## config.mk

```make
export PLATFORM = sky130hd
export DESIGN_NAME = axi_dma_rd_master
export DESIGN_NICKNAME = d
export VERILOG_FILES = /design/src/rtl/axi_dma_rd_master.sv
export SDC_FILE = /design/constraint.sdc
export NUM_CORES = 1
export LEC_CHECK = 0
export ABC_AREA = 1
export ABC_CLOCK_PERIOD_IN_PS = 6800
export CORE_AREA = 2 2 442 444
export CTS_CLUSTER_DIAMETER = 30
export DETAILED_ROUTE_END_ITERATION = 6
export DIE_AREA = 0 0 444 446
export PLACE_DENSITY = 0.35
export REMOVE_ABC_BUFFERS = 1
export SLEW_MARGIN = 30
export SYNTH_ARGS = -nofsm -noshare
export SYNTH_HDL_FRONTEND = slang
export SYNTH_SLANG_ARGS = --single-unit
```

## constraint.sdc

```tcl
create_clock -name ACLK -period 6.8 [get_ports ACLK]
set_clock_uncertainty 0.1 [all_clocks]
set_input_delay 1.36 -clock ACLK [delete_from_list [all_inputs] [get_ports ACLK]]
set_output_delay 1.36 -clock ACLK [all_outputs]
set_load 0.01 [all_outputs]
```

## src/rtl/axi_dma_rd_master.sv

```systemverilog
// axi_dma_rd_master
// Read-DMA master for the DSP memory AXI4 slave. One command (start address,
// beat count) is split into INCR bursts of at most MAX_BURST beats. A burst
// never crosses a 4 KB boundary, and only one burst is in flight at a time.
// Returned beats pass straight through to a valid/ready output stream.

module axi_dma_rd_master #(
    parameter int             A         = 32,
    parameter int             I         = 4,
    parameter int             L         = 8,
    parameter int             D         = 512,
    parameter int             MAX_BURST = 16,
    parameter logic [I-1:0]   RD_ID     = '0
) (
    input  logic             ACLK,
    input  logic             ARESETn,

    input  logic             cmd_valid,
    output logic             cmd_ready,
    input  logic [A-1:0]     cmd_addr,
    input  logic [15:0]      cmd_len,

    output logic [I-1:0]     ARID,
    output logic [A-1:0]     ARADDR,
    output logic [L-1:0]     ARLEN,
    output logic [2:0]       ARSIZE,
    output logic [1:0]       ARBURST,
    output logic [1:0]       ARLOCK,
    output logic [3:0]       ARCACHE,
    output logic [2:0]       ARPROT,
    output logic             ARVALID,
    input  logic             ARREADY,

    input  logic [I-1:0]     RID,
    input  logic [D-1:0]     RDATA,
    input  logic [1:0]       RRESP,
    input  logic             RLAST,
    input  logic             RVALID,
    output logic             RREADY,

    output logic [D-1:0]     out_data,
    output logic             out_valid,
    input  logic             out_ready,
    output logic             out_last,
    output logic             done,
    output logic             err
);

    // Bytes per beat and its log2; also the ARSIZE encoding.
    localparam int B  = D / 8;
    localparam int LB = $clog2(B);

    localparam logic [1:0] S_IDLE = 2'd0;
    localparam logic [1:0] S_ADDR = 2'd1;
    localparam logic [1:0] S_DATA = 2'd2;
    localparam logic [1:0] S_DONE = 2'd3;

    logic [1:0]   state;
    logic [A-1:0] cur_addr;
    logic [15:0]  rem;
    logic [L:0]   bcnt;

    logic [12:0]  bnd_bytes;
    logic [16:0]  rem_w;
    logic [16:0]  max_w;
    logic [16:0]  bnd_w;
    logic [16:0]  n_w;
    logic [L:0]   n_beats;
    logic [L:0]   n_m1;
    logic [A-1:0] step;

    logic         in_idle;
    logic         in_addr;
    logic         in_data;
    logic         ar_hs;
    logic         beat;
    logic         last_of_burst;

    // Size of the next burst: the smallest of beats left, the burst cap and
    // the beats remaining before the next 4 KB boundary.
    always_comb begin
        bnd_bytes = 13'd4096 - {1'b0, cur_addr[11:0]};
        bnd_w     = {4'd0, bnd_bytes >> LB};
        rem_w     = {1'b0, rem};
        max_w     = 17'(MAX_BURST);
        n_w       = rem_w;
        if (max_w < n_w) begin
            n_w = max_w;
        end
        if (bnd_w < n_w) begin
            n_w = bnd_w;
        end
        n_beats = n_w[L:0];
        n_m1    = n_beats - (L+1)'(1);
        step    = A'(n_beats) << LB;
    end

    assign in_idle       = (state == S_IDLE);
    assign in_addr       = (state == S_ADDR);
    assign in_data       = (state == S_DATA);
    assign ar_hs         = in_addr && ARREADY;
    assign beat          = in_data && RVALID && out_ready;
    assign last_of_burst = (bcnt == (L+1)'(1));

    assign cmd_ready = in_idle;

    assign ARID    = RD_ID;
    assign ARSIZE  = 3'(LB);
    assign ARBURST = 2'b01;
    assign ARLOCK  = 2'b00;
    assign ARCACHE = 4'b0000;
    assign ARPROT  = 3'b000;
    assign ARVALID = in_addr;
    assign ARADDR  = in_addr ? cur_addr : '0;
    assign ARLEN   = in_addr ? n_m1[L-1:0] : '0;

    assign RREADY    = in_data && out_ready;
    assign out_valid = in_data && RVALID;
    assign out_data  = RDATA;
    assign out_last  = in_data && RVALID && last_of_burst && (rem == 16'd0);
    assign done      = (state == S_DONE);

    // Control flow: accept a command, issue a burst, drain it, repeat or finish.
    always_ff @(posedge ACLK or negedge ARESETn) begin
        if (!ARESETn) begin
            state <= S_IDLE;
        end else begin
            case (state)
                S_IDLE: begin
                    if (cmd_valid) begin
                        state <= (cmd_len == 16'd0) ? S_DONE : S_ADDR;
                    end
                end
                S_ADDR: begin
                    if (ARREADY) begin
                        state <= S_DATA;
                    end
                end
                S_DATA: begin
                    if (beat && last_of_burst) begin
                        state <= (rem != 16'd0) ? S_ADDR : S_DONE;
                    end
                end
                S_DONE: begin
                    state <= S_IDLE;
                end
                default: begin
                    state <= S_IDLE;
                end
            endcase
        end
    end

    // Next burst address and beats still to request; both advance on the
    // address handshake so the following burst is ready as soon as DATA ends.
    always_ff @(posedge ACLK or negedge ARESETn) begin
        if (!ARESETn) begin
            cur_addr <= '0;
            rem      <= '0;
        end else if (in_idle && cmd_valid) begin
            cur_addr <= {cmd_addr[A-1:LB], {LB{1'b0}}};
            rem      <= cmd_len;
        end else if (ar_hs) begin
            cur_addr <= cur_addr + step;
            rem      <= rem - n_w[15:0];
        end
    end

    // Beats left in the current burst; this, not RLAST, ends the burst.
    always_ff @(posedge ACLK or negedge ARESETn) begin
        if (!ARESETn) begin
            bcnt <= '0;
        end else if (ar_hs) begin
            bcnt <= n_beats;
        end else if (beat) begin
            bcnt <= bcnt - (L+1)'(1);
        end
    end

    // Sticky error flag: bad response or RLAST out of step with the count.
    always_ff @(posedge ACLK or negedge ARESETn) begin
        if (!ARESETn) begin
            err <= 1'b0;
        end else if (in_idle && cmd_valid) begin
            err <= 1'b0;
        end else if (beat && ((RRESP != 2'b00) || (RLAST != last_of_burst))) begin
            err <= 1'b1;
        end
    end

    logic unused_bits;
    assign unused_bits = ^{RID, cmd_addr[LB-1:0], n_w[16], n_m1[L]};

endmodule
```

# [After elaboration in Yosys (flattened, before gate mapping)]
# Index checks and enable logic that the tools add are counted.
[totals] elab_cells=57 regBits=60 out_inout_bits=577
[op_classes] eq_ne=8 magnitude_cmp=2 mux=18 n_addsub=5 reduce_logical=19
[op_table] cell="$mux 32" count=3
[op_table] cell="$mux 16" count=4
[op_table] cell="$add 32x15->32" count=1
[op_table] cell="$logic_not 16->1" count=2
[op_table] cell="$mux 9" count=2
[op_table] cell="$lt 5x16->1 const A" count=1
[op_table] cell="$lt 7x16->1" count=1
[op_table] cell="$reduce_bool 16->1" count=1
[op_table] cell="$sub 16x16->16" count=1
[op_table] cell="$sub 13x12->13 const A" count=1
[op_table] cell="$mux 2" count=5
[op_table] cell="$eq 9x1->1 const B" count=1
[op_table] cell="$logic_and 1x1->1" count=9
[op_table] cell="$sub 9x1->9 const B" count=1
[op_table] cell="$mux 8" count=1
[op_table] cell="$pmux 2 s4" count=1
[op_table] cell="$reduce_bool 2->1" count=4
[op_table] cell="$sub 8x1->8 const B" count=1
[op_table] cell="$eq 2x2->1 const B" count=2
[op_table] cell="$ne 2x2->1 const B" count=2
[op_table] cell="$reduce_and 3->1" count=1
[op_table] cell="$eq 2x1->1 const B" count=1
[op_table] cell="$logic_not 2->1" count=1
[op_table] cell="$mux 1" count=2
[op_table] cell="other kinds (3)" count=3

# [Depth between registers and ports, before layout]
# Gate-level depths: netlist (run 1).
[logic_depth] depth_word=7 mapped_depth=37 depth_no_buf=37

# [Least setup slack after synthesis (run 1)]
# Ideal clock, no wire load.
[synth_path] kind="register to register" startpoint="register cur_addr[6]" endpoint="register cur_addr[30]" path_stages_with_launch=32 path_slack_ns=2.229 path_buffers=0 setup_time_ns=0.135 arrival_ns=4.336 cell_sequence="dfrtp_1 inv_1 nand2_1 nor3_1 xor2_1 inv_1 ha_1 a21o_1 a21oi_1 nand2_4 o21ai_0 o21ai_1 inv_1 ha_1 inv_1 fa_1 nand3b_1 nand2_1 nand2_1 nand2_1 a21oi_1 nor2_1 o21ai_0 nand2_1 nand2_1 a21oi_1 nand3_1 nor2_1 nand3_1 xor2_1 nand2_1 o211ai_1"
[synth_via] elab_chain_len=6
[synth_lines] element="start: declaration" line_no="59" source="logic [A-1:0] cur_addr;"
[synth_lines] element="start signal: assignment" line_no="161" source="cur_addr <= {cmd_addr[A-1:LB], {LB{1'b0}}};"
[synth_lines] element="start signal: assignment" line_no="164" source="cur_addr <= cur_addr + step;"
[synth_lines] element="$sub 13x12->13" line_no="82" source="bnd_bytes = 13'd4096 - {1'b0, cur_addr[11:0]};"
[synth_lines] element="$lt 7x16->1" line_no="90" source="if (bnd_w < n_w) begin"
[synth_lines] element="$mux 16" line_no="90"
[synth_lines] element="$add 32x15->32 (*)" line_no="164"
[synth_lines] element="$mux 32 (*)" line_no="163" source="end else if (ar_hs) begin"
[synth_lines] element="$mux 32 (*)" line_no="160" source="end else if (in_idle && cmd_valid) begin"
# Every way passes the cells marked *; elsewhere a longest branch is shown, timed or not. The select of a mux whose other input is x is not followed.
# A chain may end at the register's enable or synchronous reset.

# [Final worst setup path (run 1)]
[layout_path] startpoint="register rem[8]" endpoint="output port ARLEN[6]"
[layout_via] elab_chain_len=6
[layout_lines] element="start: declaration" line_no="60" source="logic [15:0] rem;"
[layout_lines] element="start signal: assignment" line_no="162" source="rem <= cmd_len;"
[layout_lines] element="start signal: assignment" line_no="165" source="rem <= rem - n_w[15:0];"
[layout_lines] element="$lt 5x16->1" line_no="87" source="if (max_w < n_w) begin"
[layout_lines] element="$mux 16 (*)" line_no="87"
[layout_lines] element="$lt 7x16->1" line_no="90"
[layout_lines] element="$mux 16 (*)" line_no="90"
[layout_lines] element="$sub 8x1->8 (*)" line_no="94" source="n_m1 = n_beats - (L+1)'(1);"
[layout_lines] element="$mux 8 (*)" line_no="115" source="assign ARLEN = in_addr ? n_m1[L-1:0] : '0;"
[layout_lines] element="end: declaration" line_no="25" source="output logic [L-1:0] ARLEN,"
# Every way passes the cells marked *; elsewhere a longest branch is shown, timed or not.

==> results of run 1 <==
[routing by layer]
layer  GRT usage  vias up  part of all wire
met2       0.588     2307              0.51
met1      0.0516     3426             0.063
met5       0.257        -             0.020
li1            -     2655                 -
met3       0.466      267              0.30
met4       0.279       78              0.11
[synthesized netlist by cell type, types with 2 or more instances]
library cell                 n  area (um^2)
sky130_fd_sc_hd__inv_2       5         18.8
sky130_fd_sc_hd__nand3_1    46          230
sky130_fd_sc_hd__nor2_1     86          323
sky130_fd_sc_hd__a31oi_1     3         18.8
sky130_fd_sc_hd__o21ai_1     3         15.0
sky130_fd_sc_hd__nand3b_1    2         15.0
sky130_fd_sc_hd__o22ai_1     4         25.0
sky130_fd_sc_hd__xnor2_1     5         43.8
sky130_fd_sc_hd__nand3_2     5         50.1
sky130_fd_sc_hd__conb_1      2         7.51
sky130_fd_sc_hd__o21ai_0    24          120
sky130_fd_sc_hd__nor3_1     11         55.1
sky130_fd_sc_hd__buf_2       4         20.0
sky130_fd_sc_hd__xor2_1     19          166
sky130_fd_sc_hd__nor4_1      7         43.8
sky130_fd_sc_hd__inv_1     121          454
sky130_fd_sc_hd__dfrtp_1    54         1350
sky130_fd_sc_hd__nand2_1   188          706
sky130_fd_sc_hd__nand2_2     7         43.8
sky130_fd_sc_hd__ha_1       30          375
sky130_fd_sc_hd__a21oi_1    30          150
sky130_fd_sc_hd__a21o_1      2         15.0
sky130_fd_sc_hd__o31ai_1     4         30.0
sky130_fd_sc_hd__o211ai_1   12         90.1
sky130_fd_sc_hd__buf_4     536         4020
sky130_fd_sc_hd__nand4_1    14         87.6
sky130_fd_sc_hd__clkbuf_1   11         41.3
sky130_fd_sc_hd__nor2_2      4         25.0
sky130_fd_sc_hd__o21bai_1    3         22.5
sky130_fd_sc_hd__o221ai_1   23          201
sky130_fd_sc_hd__nand2_4     2         22.5
[final timing paths]
kind / startpoint / end / slack (ps) / cells after the start
min in group asynchronous: ARESETn / cur_addr[13]$_DFFE_PN0P_ / 760 / 1
max in group asynchronous: ARESETn / rem[12]$_DFFE_PN0P_ / 4710 / 2
hold / removal: bcnt[8]$_DFFE_PN0P_ / bcnt[8]$_DFFE_PN0P_ / 390 / 1
setup reg to reg: rem[8]$_DFFE_PN0P_ / cur_addr[30]$_DFFE_PN0P_ / 1030 / 34
hold reg to reg: bcnt[8]$_DFFE_PN0P_ / bcnt[8]$_DFFE_PN0P_ / 390 / 1
setup / recovery: rem[8]$_DFFE_PN0P_ / ARLEN[6] / 630 / 18
[critical path, cell delays in order (launching register included)]
cell	delay, ps
sky130_fd_sc_hd__dfrtp_1	420
sky130_fd_sc_hd__nor2_1	180
sky130_fd_sc_hd__nand3_1	90
sky130_fd_sc_hd__nor2_1	210
sky130_fd_sc_hd__nand2_1	220
sky130_fd_sc_hd__nor2_1	190
sky130_fd_sc_hd__inv_1	80
sky130_fd_sc_hd__ha_1	280
sky130_fd_sc_hd__a21oi_1	180
sky130_fd_sc_hd__nand2_2	90
sky130_fd_sc_hd__nand2_4	170
sky130_fd_sc_hd__nand2_4	120
sky130_fd_sc_hd__o21ai_1	310
sky130_fd_sc_hd__nand3_1	240
sky130_fd_sc_hd__nor2_2	180
sky130_fd_sc_hd__nand3_1	190
sky130_fd_sc_hd__xor2_1	190
sky130_fd_sc_hd__nor2_1	370
sky130_fd_sc_hd__clkdlybuf4s50_1	630
[report_power, final]
part           switching (mW)  internal (mW)  total [mW]
Clock                   0.158          0.148       0.306
Sequential              0.162          0.481       0.643
Combinational            1.72          0.864        2.59
Total                    2.05           1.49        3.54
[per-stage QoR]
stage / instance area (um^2) / utilization / std cells / setup WS [ps] / hold slack [ps]
4_1_cts: 9280 / 0.0479 / 3416 / 564 / 393
5_1_grt: 9280 / 0.0480 / 3417 / 366 / 415
3_5_place_dp: 9130 / 0.0472 / 3408 / 940 / 383
2_1_floorplan: 4950 / - / 763 / 1740 / 352
6_report: 9290 / 0.0480 / 3418 / 635 / 393
3_3_place_gp: 9130 / 0.0472 / 3408 / 878 / 378
[registers in the layout (all words and copies together) (netlist names)]
name and cells:
cur_addr 26, rem 16, bcnt 9, state 2, err 1
[final cells by class]
type                            instances  area (um^2)  share of cell area
Inverter                              127          477              0.0513
Tap cell                             2542         3180               0.342
Sequential cell                        54         1350               0.146
Clock inverter                          1         5.00            0.000539
Timing Repair Buffer                  103          996               0.107
Multi-Input combinational cell        582         3130               0.337
Clock buffer                            7          143              0.0154
Antenna cell                            2         5.00            0.000539
[cells by family (layout without fill, tap and decap cells)]
| kind of cell | Yosys count | in the layout |
|---|---|---|
| fa+ha+maj | 31 | 31 |
| simple gates | 375 | 375 |
| other cells | 2 | 38 |
| compound gates | 116 | 116 |
| xor+xnor | 24 | 24 |
| buf+inv | 679 | 238 |
| flops | 54 | 54 |
==> metrics list, run 1 <==
- Adder-cell area share of the yosys netlist: 0.0443
* Number of buffers inserted by hold repair at cts: 0
* Combinational family with the most area after synthesis: buffers and inverters
- Total setup violations reported at the end of the flow: 0
- All-layer global routing usage: 0.324
- In this run, CTS created clock tree buffers numbering 5.
- The total overflow left after global routing is 0.
* Wire length of the first global-routing pass: between 300000 and 400000 um
- CTS built an H-tree with a depth of 2.
- Routed len/inst: 96.9 um
* Core region area: 194000 um^2
* Number of DRC markers in iteration 0: just over 800
* Final hold viol count: 0
- Data arrives at the worst endpoint at 4710 ps.
* Remaining number of nets flagged by the antenna check after routing: 0
- Post-route DRC violation count: 0
- Clk root buf: sky130_fd_sc_hd__clkbuf_16
- Hpwl dp: 325000 um
- The count of buffers added on input and output ports is 91.
- Via count of the first global-routing pass: 7116
* Sum of routed wire length over all layers: between 300000 and 400000 um
- By startpoint and endpoint, the worst setup path is classified as reg -> out.
* Overall die width: approximately 440 um
- Share of flip-flops with an asynchronous set or reset after synthesis: 1.00
- Effective utilization at floorplan: 0.0461
- Number of enable flip-flop cells after synthesis: 0
- P&R area growth vs syn: 4.12%
* Final Slew Violations: 0
- Power, Total: about 3.5 mW
- LEAKAGE: around 3.0 nW
- Gates resized during post-CTS repair numbered 0.
* CTS tree: built
- Worst Setup Start Kind: flop
- During synthesis, Yosys emitted a total of 0 warnings.
- The number of antenna violations at the first check in global routing is 7.
- Buffers added to address setup during post-CTS repair amount to 0.
* Top achievable clock speed: about 160 MHz
* Io pins: 1150
- The clock net in this run drives a total of 54 sinks.
- Predominant post-synthesis flop cell: sky130_fd_sc_hd__dfrtp_1
* Core Rows: 162
- Averaged over all synthesized cells, the footprint is 6.96 um^2.
- Detailed routing inserted a total of 8733 vias.
- IR analysis of the VDD net gives a maximum drop of 158 uV.
- Number of different library cells in the post-synthesis netlist: between 40 and 50
- Max-cap violations in this run came to 0.
* Final worst path period need: slightly above 6000 ps
- Area of the mapped netlist: roughly 8900 um^2
- In the routed layout, each cell is associated on average with a via count of 2.56.
- Post-synthesis compound-gate area fraction: 0.0847
- Most common library cell in the layout ignoring fill and taps: sky130_fd_sc_hd__nand2_1
* Worst slew pin tran: around 860 ps
- Worst Setup End Kind: primary output
- Dividing total power by cell area gives a power density of 381 nW/um^2.
- Layout cells sized above 1: 0.0572
- The clock reaches the later pin of the worst-skew pair after 340 ps.
- Yosys reg bits: 54
* Maximum fanout encountered on the critical timing path: 13
- Setup repair after global routing left no endpoint under its margin.
* Die footprint: roughly 200000 um^2
- Xor and xnor fraction of the mapped netlist area: 0.0236
* Type of the worst min-delay path: reg -> reg
- Status: completed
- At the end of routability-driven placement, the weighted congestion stood at between 1 and 1.5.
- Summed over all failing endpoints, the final setup total negative slack is 0 ps.
- Number of instances in the synthesized netlist: 1281
* Maximum clock insertion buffer count: 2
* Fraction of the mapped netlist area in simple logic gates: 0.182
- Number of nets in the final layout: 1477
- Maximum number of pins on one net before global-route repair: 52
- Worst slew margin relative to its limit: 0.427
* Clock-pin slew on the worst setup and hold paths: ~90 ps
- In the layout the commonest cells are sky130_fd_sc_hd__nand2_1, sky130_fd_sc_hd__inv_1, sky130_fd_sc_hd__clkdlybuf4s50_1.
- The share of the Yosys chip area taken by registers is 0.152.
- The first TritonRoute pass finished after 5 iterations.
- Dividing the final minimum period by the clock period gives 0.907.
- The floorplan step set the die height to 446 um.
- Of the post-synthesis cell area, the part taken by muxes is 0.
* Data required, critical path: around 5300 ps
* Number of fillers in the final layout: between 20000 and 25000
No activity file was read; power rests on OpenSTA's default activity.
==> run 2, diff against run 1 <==
CORE_AREA = 3 3 443 445   (was 2 2 442 444)
DIE_AREA = 0 0 446 448   (was 0 0 444 446)
==> run 2 against run 1 <==
Effect of this change: clock power is 5% higher; total power is 1.0% higher; maximum frequency is 1.4% lower; die area is 0.90% higher; wire length hardly changed; first-iteration DRC count is 3.0% higher; count of clock-buffer cells in the layout is 1 higher; hold slack better by 14 ps; critical endpoint unchanged; largest cell class unchanged.
==> metrics list, run 2 (same netlist as run 1, synthesis figures left out) <==
- The per-cell via count in the routed design was 2.58 (+0.90%).
- In this run the worst hold path is classified as reg -> reg.
* Tightest hold margin: 407 ps (+14.2 ps)
* Total vias in the final route: 8778 (+0.52%)
* Total power density per cell area: 385 nW/um^2 (+0.93%)
- Worst voltage drop across the vdd grid: 125 uV (-20%)
* Post-route DRC violation count: 0 (unchanged)
* Worst path arrival time: 4790 ps (+80 ps)
- The setup path with the least slack is of type reg -> out.
- The met3 routed wirelength is 101000 um (+0.66%).
- The register with the most flip-flops in the final layout is cur_addr.
- The final weighted congestion in routability-driven placement was 1.26 (+0.16%).
- The post-route minimum period is 6250 ps (+84.4 ps).
* Layout cells sized above 1: 0.0583 (+0.00108)
- Overall die width: 446 um (+0.45%)
- Wire length of the first global-routing pass: 346000 um (-0.39%)
* Maximum clock insertion buffer count: 2 (unchanged)
- The maximum number of pins on one net before global-route repair is 51 (-1.9%).
- Leaving out fill and tap cells, the most frequent cells in the layout are sky130_fd_sc_hd__nand2_1, sky130_fd_sc_hd__inv_1, sky130_fd_sc_hd__clkdlybuf4s50_1.
- Signal routing reaches up to met5.
* Drt pass-1 iters: 5 (unchanged)
- The required time of the worst setup path is 5340 ps (about the same).
- Status: completed
- The final setup violation count came to 0 (unchanged).
- Routed wire length on met2: 169000 um (+0.78%)
- Antenna violations before repair: 8 (+1)
- Io pins: 1150 (unchanged)
- The global-route usage over all layers came to 0.320 (-0.00439).
- The floorplan row count is 161 (-0.62%).
* Total number of H-tree levels: 2 (unchanged)
- STA classifies the critical path startpoint as a flop.
- LEAKAGE: 3.05 nW (+0.48%)
- Worst Setup End Kind: primary output
- CTS tree: built
* Internal reg-to-reg setup slack: 940 ps (-90 ps)
- The die outline height came to 448 um (+0.45%).
- Clock latency on the worst-skew pair: 330 ps (about the same)
* Via count of the first global-routing pass: 7247 (+1.8%)
- Hpwl dp: 325000 um (-0.16%)
- Die footprint: 200000 um^2 (+0.90%)
- The library cell used most frequently in the layout, excluding fill and tap cells, is sky130_fd_sc_hd__nand2_1.
- Total setup buffers inserted after CTS: 0 (unchanged)
- Final period util: 0.919 (+0.0124)
* Clock Sink Count: 54 (unchanged)
- Largest registers: cur_addr: 26 flops, rem: 16 flops, bcnt: 9 flops
* Remaining number of nets flagged by the antenna check after routing: 0 (unchanged)
- The number of cells upsized or downsized after cts came to 0 (unchanged).
* Worst slew pin tran: 898 ps (+37.8 ps)
* Leftover overflow at the end of global routing: 0 (unchanged)
* Effective utilization at floorplan: 0.0463 (+0.000238)
* P&R area growth vs syn: 4.22% (about the same)
- Top achievable clock speed: 160 MHz (-1.4%)
- Total negative setup slack: 0 ps (unchanged)
- The headroom to the max-slew limit came to 0.402 (-0.0252).
* CTS Buf Count: 5 (unchanged)
* Met1 wire length: 20800 um (-0.26%)
- The core outline area was 193000 um^2 (-0.51%).
* Maximum fanout encountered on the critical timing path: 13 (unchanged)
- Number of DRC markers in iteration 0: 854 (+3.0%)
- The count of final max-slew check failures came to 0 (unchanged).
- Sum of routed wire length over all layers: 331000 um (about the same)
* Clock-pin slew on the worst setup and hold paths: 90 ps (about the same)
- Max FFs per register: 26 (unchanged)
* Max-cap viol count: 0 (unchanged)
- Setup repair after global routing left no endpoint under its margin.
* Number of buffer cells added on primary ports: 91 (unchanged)
* Final hold viol count: 0 (unchanged)
* Number of nets in the final layout: 1478 (+0.068%)
- Routed len/inst: 97.2 um (+0.36%)
- CTS placed an instance of sky130_fd_sc_hd__clkbuf_16 at the clock tree root.
* Number of buffers inserted by hold repair at cts: 0 (unchanged)
[run 2: changes by cell type in the layout (fill, tap and decap cells not counted), sizes merged]
cell    previous run  this run
buf               13        14
clkinv             2         1
diode              2         4
clkbuf             7         8
[run 2: path summary, 6_finish.rpt]
| kind | start | to | depth (start not counted) |
|---|---|---|---|
| setup / recovery | rem[8]$_DFFE_PN0P_ | ARLEN[6] | 20 |
| hold / removal | bcnt[8]$_DFFE_PN0P_ | bcnt[8]$_DFFE_PN0P_ | 1 |
| setup reg to reg | rem[8]$_DFFE_PN0P_ | cur_addr[30]$_DFFE_PN0P_ | 36 |
| hold reg to reg | bcnt[8]$_DFFE_PN0P_ | bcnt[8]$_DFFE_PN0P_ | 1 |
| max in group asynchronous | ARESETn | cur_addr[23]$_DFFE_PN0P_ | 2 |
| min in group asynchronous | ARESETn | cur_addr[17]$_DFFE_PN0P_ | 1 |
[run 2: metal layers]
metal / track usage / up-vias
li1: - / 2671
met1: 0.0500 / 3437
met2: 0.586 / 2331
met3: 0.464 / 271
met4: 0.262 / 68
met5: 0.237 / -
[run 2: critical path, stage by stage (launching register included)]
cell                              delay (ps)
sky130_fd_sc_hd__dfrtp_1                 420
sky130_fd_sc_hd__nor2_1                  190
sky130_fd_sc_hd__nand3_1                  90
sky130_fd_sc_hd__nor2_1                  270
sky130_fd_sc_hd__nand2_1                 220
sky130_fd_sc_hd__nor2_1                  190
sky130_fd_sc_hd__inv_1                    70
sky130_fd_sc_hd__ha_1                    270
sky130_fd_sc_hd__nand2_1                  80
sky130_fd_sc_hd__nand2_1                  50
sky130_fd_sc_hd__nand2_1                  70
sky130_fd_sc_hd__nand2_2                  60
sky130_fd_sc_hd__nand2_4                 160
sky130_fd_sc_hd__nand2_4                 120
sky130_fd_sc_hd__o21ai_1                 350
sky130_fd_sc_hd__nand3_1                 240
sky130_fd_sc_hd__nor2_2                  190
sky130_fd_sc_hd__nand3_1                 200
sky130_fd_sc_hd__xor2_1                  200
sky130_fd_sc_hd__nor2_1                  370
sky130_fd_sc_hd__clkdlybuf4s50_1         630
[run 2: stage by stage]
stage,utilization,total power [mW],area (um^2),setup slack (ps),std cells
2_1_floorplan,-,2.19,4950,1740,763
3_3_place_gp,0.0473,3.29,9120,852,3393
3_5_place_dp,0.0474,3.27,9120,880,3393
4_1_cts,0.0482,3.62,9290,508,3401
5_1_grt,0.0482,3.85,9290,336,3403
6_report,0.0483,3.57,9300,551,3405
[run 2: final cells by class]
class / instances / area (um^2)
tap: 2526 / 3160
inverter: 127 / 477
timing repair buffer: 104 / 1000
antenna: 4 / 10.0
sequential: 54 / 1350
clock buffer: 8 / 166
fill: 23000 / 183000
multi-input combinational: 582 / 3130
[run 2: power by group]
part	internal, mW	switching, mW	total (mW)	leakage (nW)
clock	0.168	0.152	0.320	0.0832
combinational	0.871	1.74	2.61	2.30
sequential	0.481	0.161	0.642	0.666
==> run 3, diff against run 2 <==
ABC_AREA = 0   (was 1)
CORE_AREA = 3 3 449 451   (was 3 3 443 445)
DIE_AREA = 0 0 452 454   (was 0 0 446 448)
SLEW_MARGIN = 20   (was 30)
==> run 3 against run 2 <==
Effect of this change: clock power hardly changed; via count down 3.1%; global-route usage fell by 1.8 points; design area is 1.1% higher; flip-flop and latch count unchanged; wire length down 2.7%; hold slack worse by 18 ps.
==> metrics list, run 3 <==
- Status: completed
* Area of the mapped netlist: 8830 um^2 (-0.94%)
- CTS Buf Count: 5 (unchanged)
- Final hold viol count: 0 (unchanged)
* Top achievable clock speed: 153 MHz (-4.2%)
- The final HPWL from detailed placement came to 315000 um (-2.9%).
* Unrepaired setup endpoints after global routing: no
- The number of global-route vias before repair was 6566 (-9.4%).
* Worst slew pin tran: 954 ps (+56.0 ps)
- The area growth from synthesis to layout is 6.32%.
- Number of enable flip-flop cells after synthesis: 0 (unchanged)
- Number of buffers inserted by hold repair at cts: 0 (unchanged)
* Final period util: 0.959 (+0.0400)
- The violation count after the first detailed-routing iteration was 1046 (+22%).
* Largest registers: cur_addr: 26 flops, rem: 16 flops, bcnt: 9 flops
* Worst path arrival time: 5060 ps (+270 ps)
- The register with the most flip-flops in the final layout is cur_addr.
- The number of H-tree levels came to 2 (unchanged).
- Number of buffer cells added on primary ports: 91 (unchanged)
- The setup slack of the most critical reg-to-reg path came to 470 ps (-470 ps).
- The share of layout cells above drive strength 1 is 0.0823 (+0.0240).
- Yosys reg bits: 54 (unchanged)
- The maximum vdd drop is 136 uV (+8.5%).
* Most common library cells after synthesis: sky130_fd_sc_hd__buf_4, sky130_fd_sc_hd__nand2_1, sky130_fd_sc_hd__dfrtp_1
- Hold endpoint: bcnt[8]$_DFFE_PN0P_
- Share of flip-flops with an asynchronous set or reset after synthesis: 1.00 (unchanged)
- The worst slack on hold paths is 389 ps (-18.1 ps).
* Io pins: 1150 (unchanged)
- Summed over all instances, the cell type with the most area after synthesis is sky130_fd_sc_hd__buf_4.
- Maximum fanout encountered on the critical timing path: 10 (-3)
- Worst reg2reg path startpoint: rem[12]$_DFFE_PN0P_
- The part of the total power dissipated in sequential elements came to 0.181 (about the same).
* Total negative setup slack: 0 ps (unchanged)
- Antenna violations before repair: 10 (+2)
- The warning count from the yosys run came to 0 (unchanged).
- In the layout the commonest cells are sky130_fd_sc_hd__clkdlybuf4s50_1, sky130_fd_sc_hd__nand2_1, sky130_fd_sc_hd__dfrtp_1.
* Predominant post-synthesis flop cell: sky130_fd_sc_hd__dfrtp_1
- Worst slew margin relative to its limit: 0.362 (-0.0397)
* Sum of routed wire length over all layers: 322000 um (-2.7%)
* Switching power as a share of total power: 0.539 (-0.0351)
* Most common library cell in the layout ignoring fill and taps: sky130_fd_sc_hd__clkdlybuf4s50_1
- Core Rows: 163 (+1.2%)
- The worst setup path is captured at a primary output.
* Gate power share: 0.733 (+0.002)
* Chip Height: 454 um (+1.3%)
- The pre-CTS setup slack is 410 ps (-470 ps).
- The final layout net count is 1333 (-9.8%).
- The number of flip-flops under the largest register name was 26 (unchanged).
- The maximum number of buffers from clock root to sink was 2 (unchanged).
- Endpoint of the worst register-to-register path: cur_addr[26]$_DFFE_PN0P_
- The clock insertion delay at the later pin of the skew report came to 320 ps (about the same).
* Total vias in the final route: 8504 (-3.1%)
- The power per standard cell area is 398 nW/um^2 (+3.5%).
* Type of the worst min-delay path: reg -> reg
- By area the synthesized netlist is led by sky130_fd_sc_hd__buf_4, sky130_fd_sc_hd__dfrtp_1, sky130_fd_sc_hd__ha_1, sky130_fd_sc_hd__nand2_1, sky130_fd_sc_hd__o21ai_0.
* Data required, critical path: 5340 ps (about the same)
- The worst setup path is of the reg -> out kind.
- Instance count along the most critical hold path: 1 (unchanged)
- Setup slack after layout: 279 ps (-272 ps)
- Critical Path Source: rem[12]$_DFFE_PN0P_
* Final worst path period need: 6520 ps (+272 ps)
- Post-route DRC violation count: 0 (unchanged)
- Overall die width: 452 um (+1.3%)
* Wire length of the first global-routing pass: 337000 um (-2.5%)
- The residual overflow from global routing was 0 (unchanged).
* CTS tree: built
- Clock Sink Count: 54 (unchanged)
- Maximum number of pins on one net before global-route repair: 55 (+7.8%)
- The path depth of the worst reg2reg path is 27 (-25%).
- Core region area: 198000 um^2 (+2.6%)
* Share of the synthesized area in the top cell type: 0.455 (+0.00428)
- Clock-pin slew on the worst setup and hold paths: 90 ps (about the same)
- Drt pass-1 iters: 5 (unchanged)
- Part of the total power dissipated in the clock network: 0.086 (-0.004)
- All-layer global routing usage: 0.303 (-0.0175)
- The area enclosed by the die boundary was 205000 um^2 (+2.7%).
* Clk root buf: sky130_fd_sc_hd__clkbuf_16
- Most common cell in the synthesized netlist: sky130_fd_sc_hd__buf_4
* Total setup violations reported at the end of the flow: 0 (unchanged)
- The worst hold path begins at bcnt[8]$_DFFE_PN0P_.
- Worst Setup Start Kind: flop
- Via-per-instance ratio: 2.52 (-2.2%)
- Final Slew Violations: 0 (unchanged)
- Int Power: 1.72 mW (+13%)
- Power spent charging and discharging nets: 2.02 mW (-1.8%)
- The count of cell types in the netlist was 78 (+73%).
* Routed len/inst: 95.4 um (-1.8%)
- The final weighted congestion in routability-driven placement came to 1.28 (+1.8%).
- The post-synthesis area per instance came to 7.78 um^2 (+12%).
- Sequential share of the synthesized area: 0.153 (+0.00144)
- The remaining antenna violation count came to 0 (unchanged).
- LEAKAGE: 2.67 nW (-12%)
* Number of instances in the synthesized netlist: 1136 (-11%)
- The effective utilization at floorplan is 0.0447 (-0.00161).
- The max-capacitance violation count is 0 (unchanged).
==> run 3: worst max path at each step <==
stage                                to  slack (ps)  cells after the start
2_1_floorplan  cur_addr[24]$_DFFE_PN0P_        1030                     25
4_1_cts                        ARLEN[6]         200                     18
5_1_grt        cur_addr[26]$_DFFE_PN0P_          30                     27
3_3_place_gp   cur_addr[28]$_DFFE_PN0P_         270                     26
3_5_place_dp   cur_addr[26]$_DFFE_PN0P_         410                     26
6_report                       ARLEN[6]         280                     18
==> run 3: through the flow <==
| stage | utilization | area, um^2 | total power [mW] | instances |
|---|---|---|---|---|
| detailed placement | 0.0465 | 9190 | 3.41 | 3360 |
| finish | 0.0475 | 9390 | 3.74 | 3374 |
| CTS | 0.0473 | 9350 | 3.75 | 3367 |
| global placement | 0.0465 | 9190 | 3.43 | 3360 |
| global route | 0.0475 | 9390 | 4.02 | 3371 |
| floorplan | - | 4830 | 2.33 | 610 |
==> run 3: metal layers <==
layer	up-vias	GRT usage	part of all wire
met4	86	0.189	0.078
li1	2442	-	-
met5	-	0.254	0.023
met2	2403	0.566	0.52
met3	200	0.475	0.33
met1	3373	0.0353	0.048
==> run 3: timing repair <==
action | in CTS | in global routing
endpoints found under the setup margin | 0 | 5
setup buffers | 0 | 2
gates resized for setup | 0 | 3
==> run 3: critical path, stage by stage, from the launching register on <==
cell and delay [ps]:
sky130_fd_sc_hd__dfrtp_1 420, sky130_fd_sc_hd__or4_4 600, sky130_fd_sc_hd__a2111oi_4 340, sky130_fd_sc_hd__buf_4 240
sky130_fd_sc_hd__nand2_1 70, sky130_fd_sc_hd__ha_1 280, sky130_fd_sc_hd__and4_1 190, sky130_fd_sc_hd__a31oi_1 140
sky130_fd_sc_hd__a31oi_4 280, sky130_fd_sc_hd__nor2_2 80, sky130_fd_sc_hd__buf_4 190, sky130_fd_sc_hd__nand2_1 100
sky130_fd_sc_hd__o21a_1 260, sky130_fd_sc_hd__and3_1 270, sky130_fd_sc_hd__and3_1 260, sky130_fd_sc_hd__nand2_1 120
sky130_fd_sc_hd__xnor2_1 150, sky130_fd_sc_hd__nor2_1 150, sky130_fd_sc_hd__clkdlybuf4s50_1 580
==> run 3: power groups by stage <==
stage | Clock, mW | Sequential, mW | Combinational [mW]
3_5_place_dp | 0 | 0.675 | 2.74
6_report | 0.320 | 0.677 | 2.74
2_1_floorplan | 0 | 0.613 | 1.71
4_1_cts | 0.330 | 0.672 | 2.75
3_3_place_gp | 0 | 0.676 | 2.76
5_1_grt | 0.339 | 0.700 | 2.98
==> run 3: final cells by class <==
cell class                 count  area [um^2]
fill                       23400       188000
multi-input combinational    520         3360
tap                         2640         3300
sequential                    54         1350
timing repair buffer         112         1060
inverter                      36          136
clock buffer                   5          125
clock inverter                 2         38.8
antenna                        5         12.5
==> run 3: kinds of logic after synthesis <==
family                     count (synthesis)  synth area share
xor gates and xnor gates                  24            0.0238
other                                      2          0.000850
AOI/OAI and AO/OA                        198             0.159
DFF                                       54             0.153
buffers and inverters                    596             0.483
muxes                                      1           0.00127
and+or+nand+nor                          229             0.134
adders and majority gates                 32            0.0460
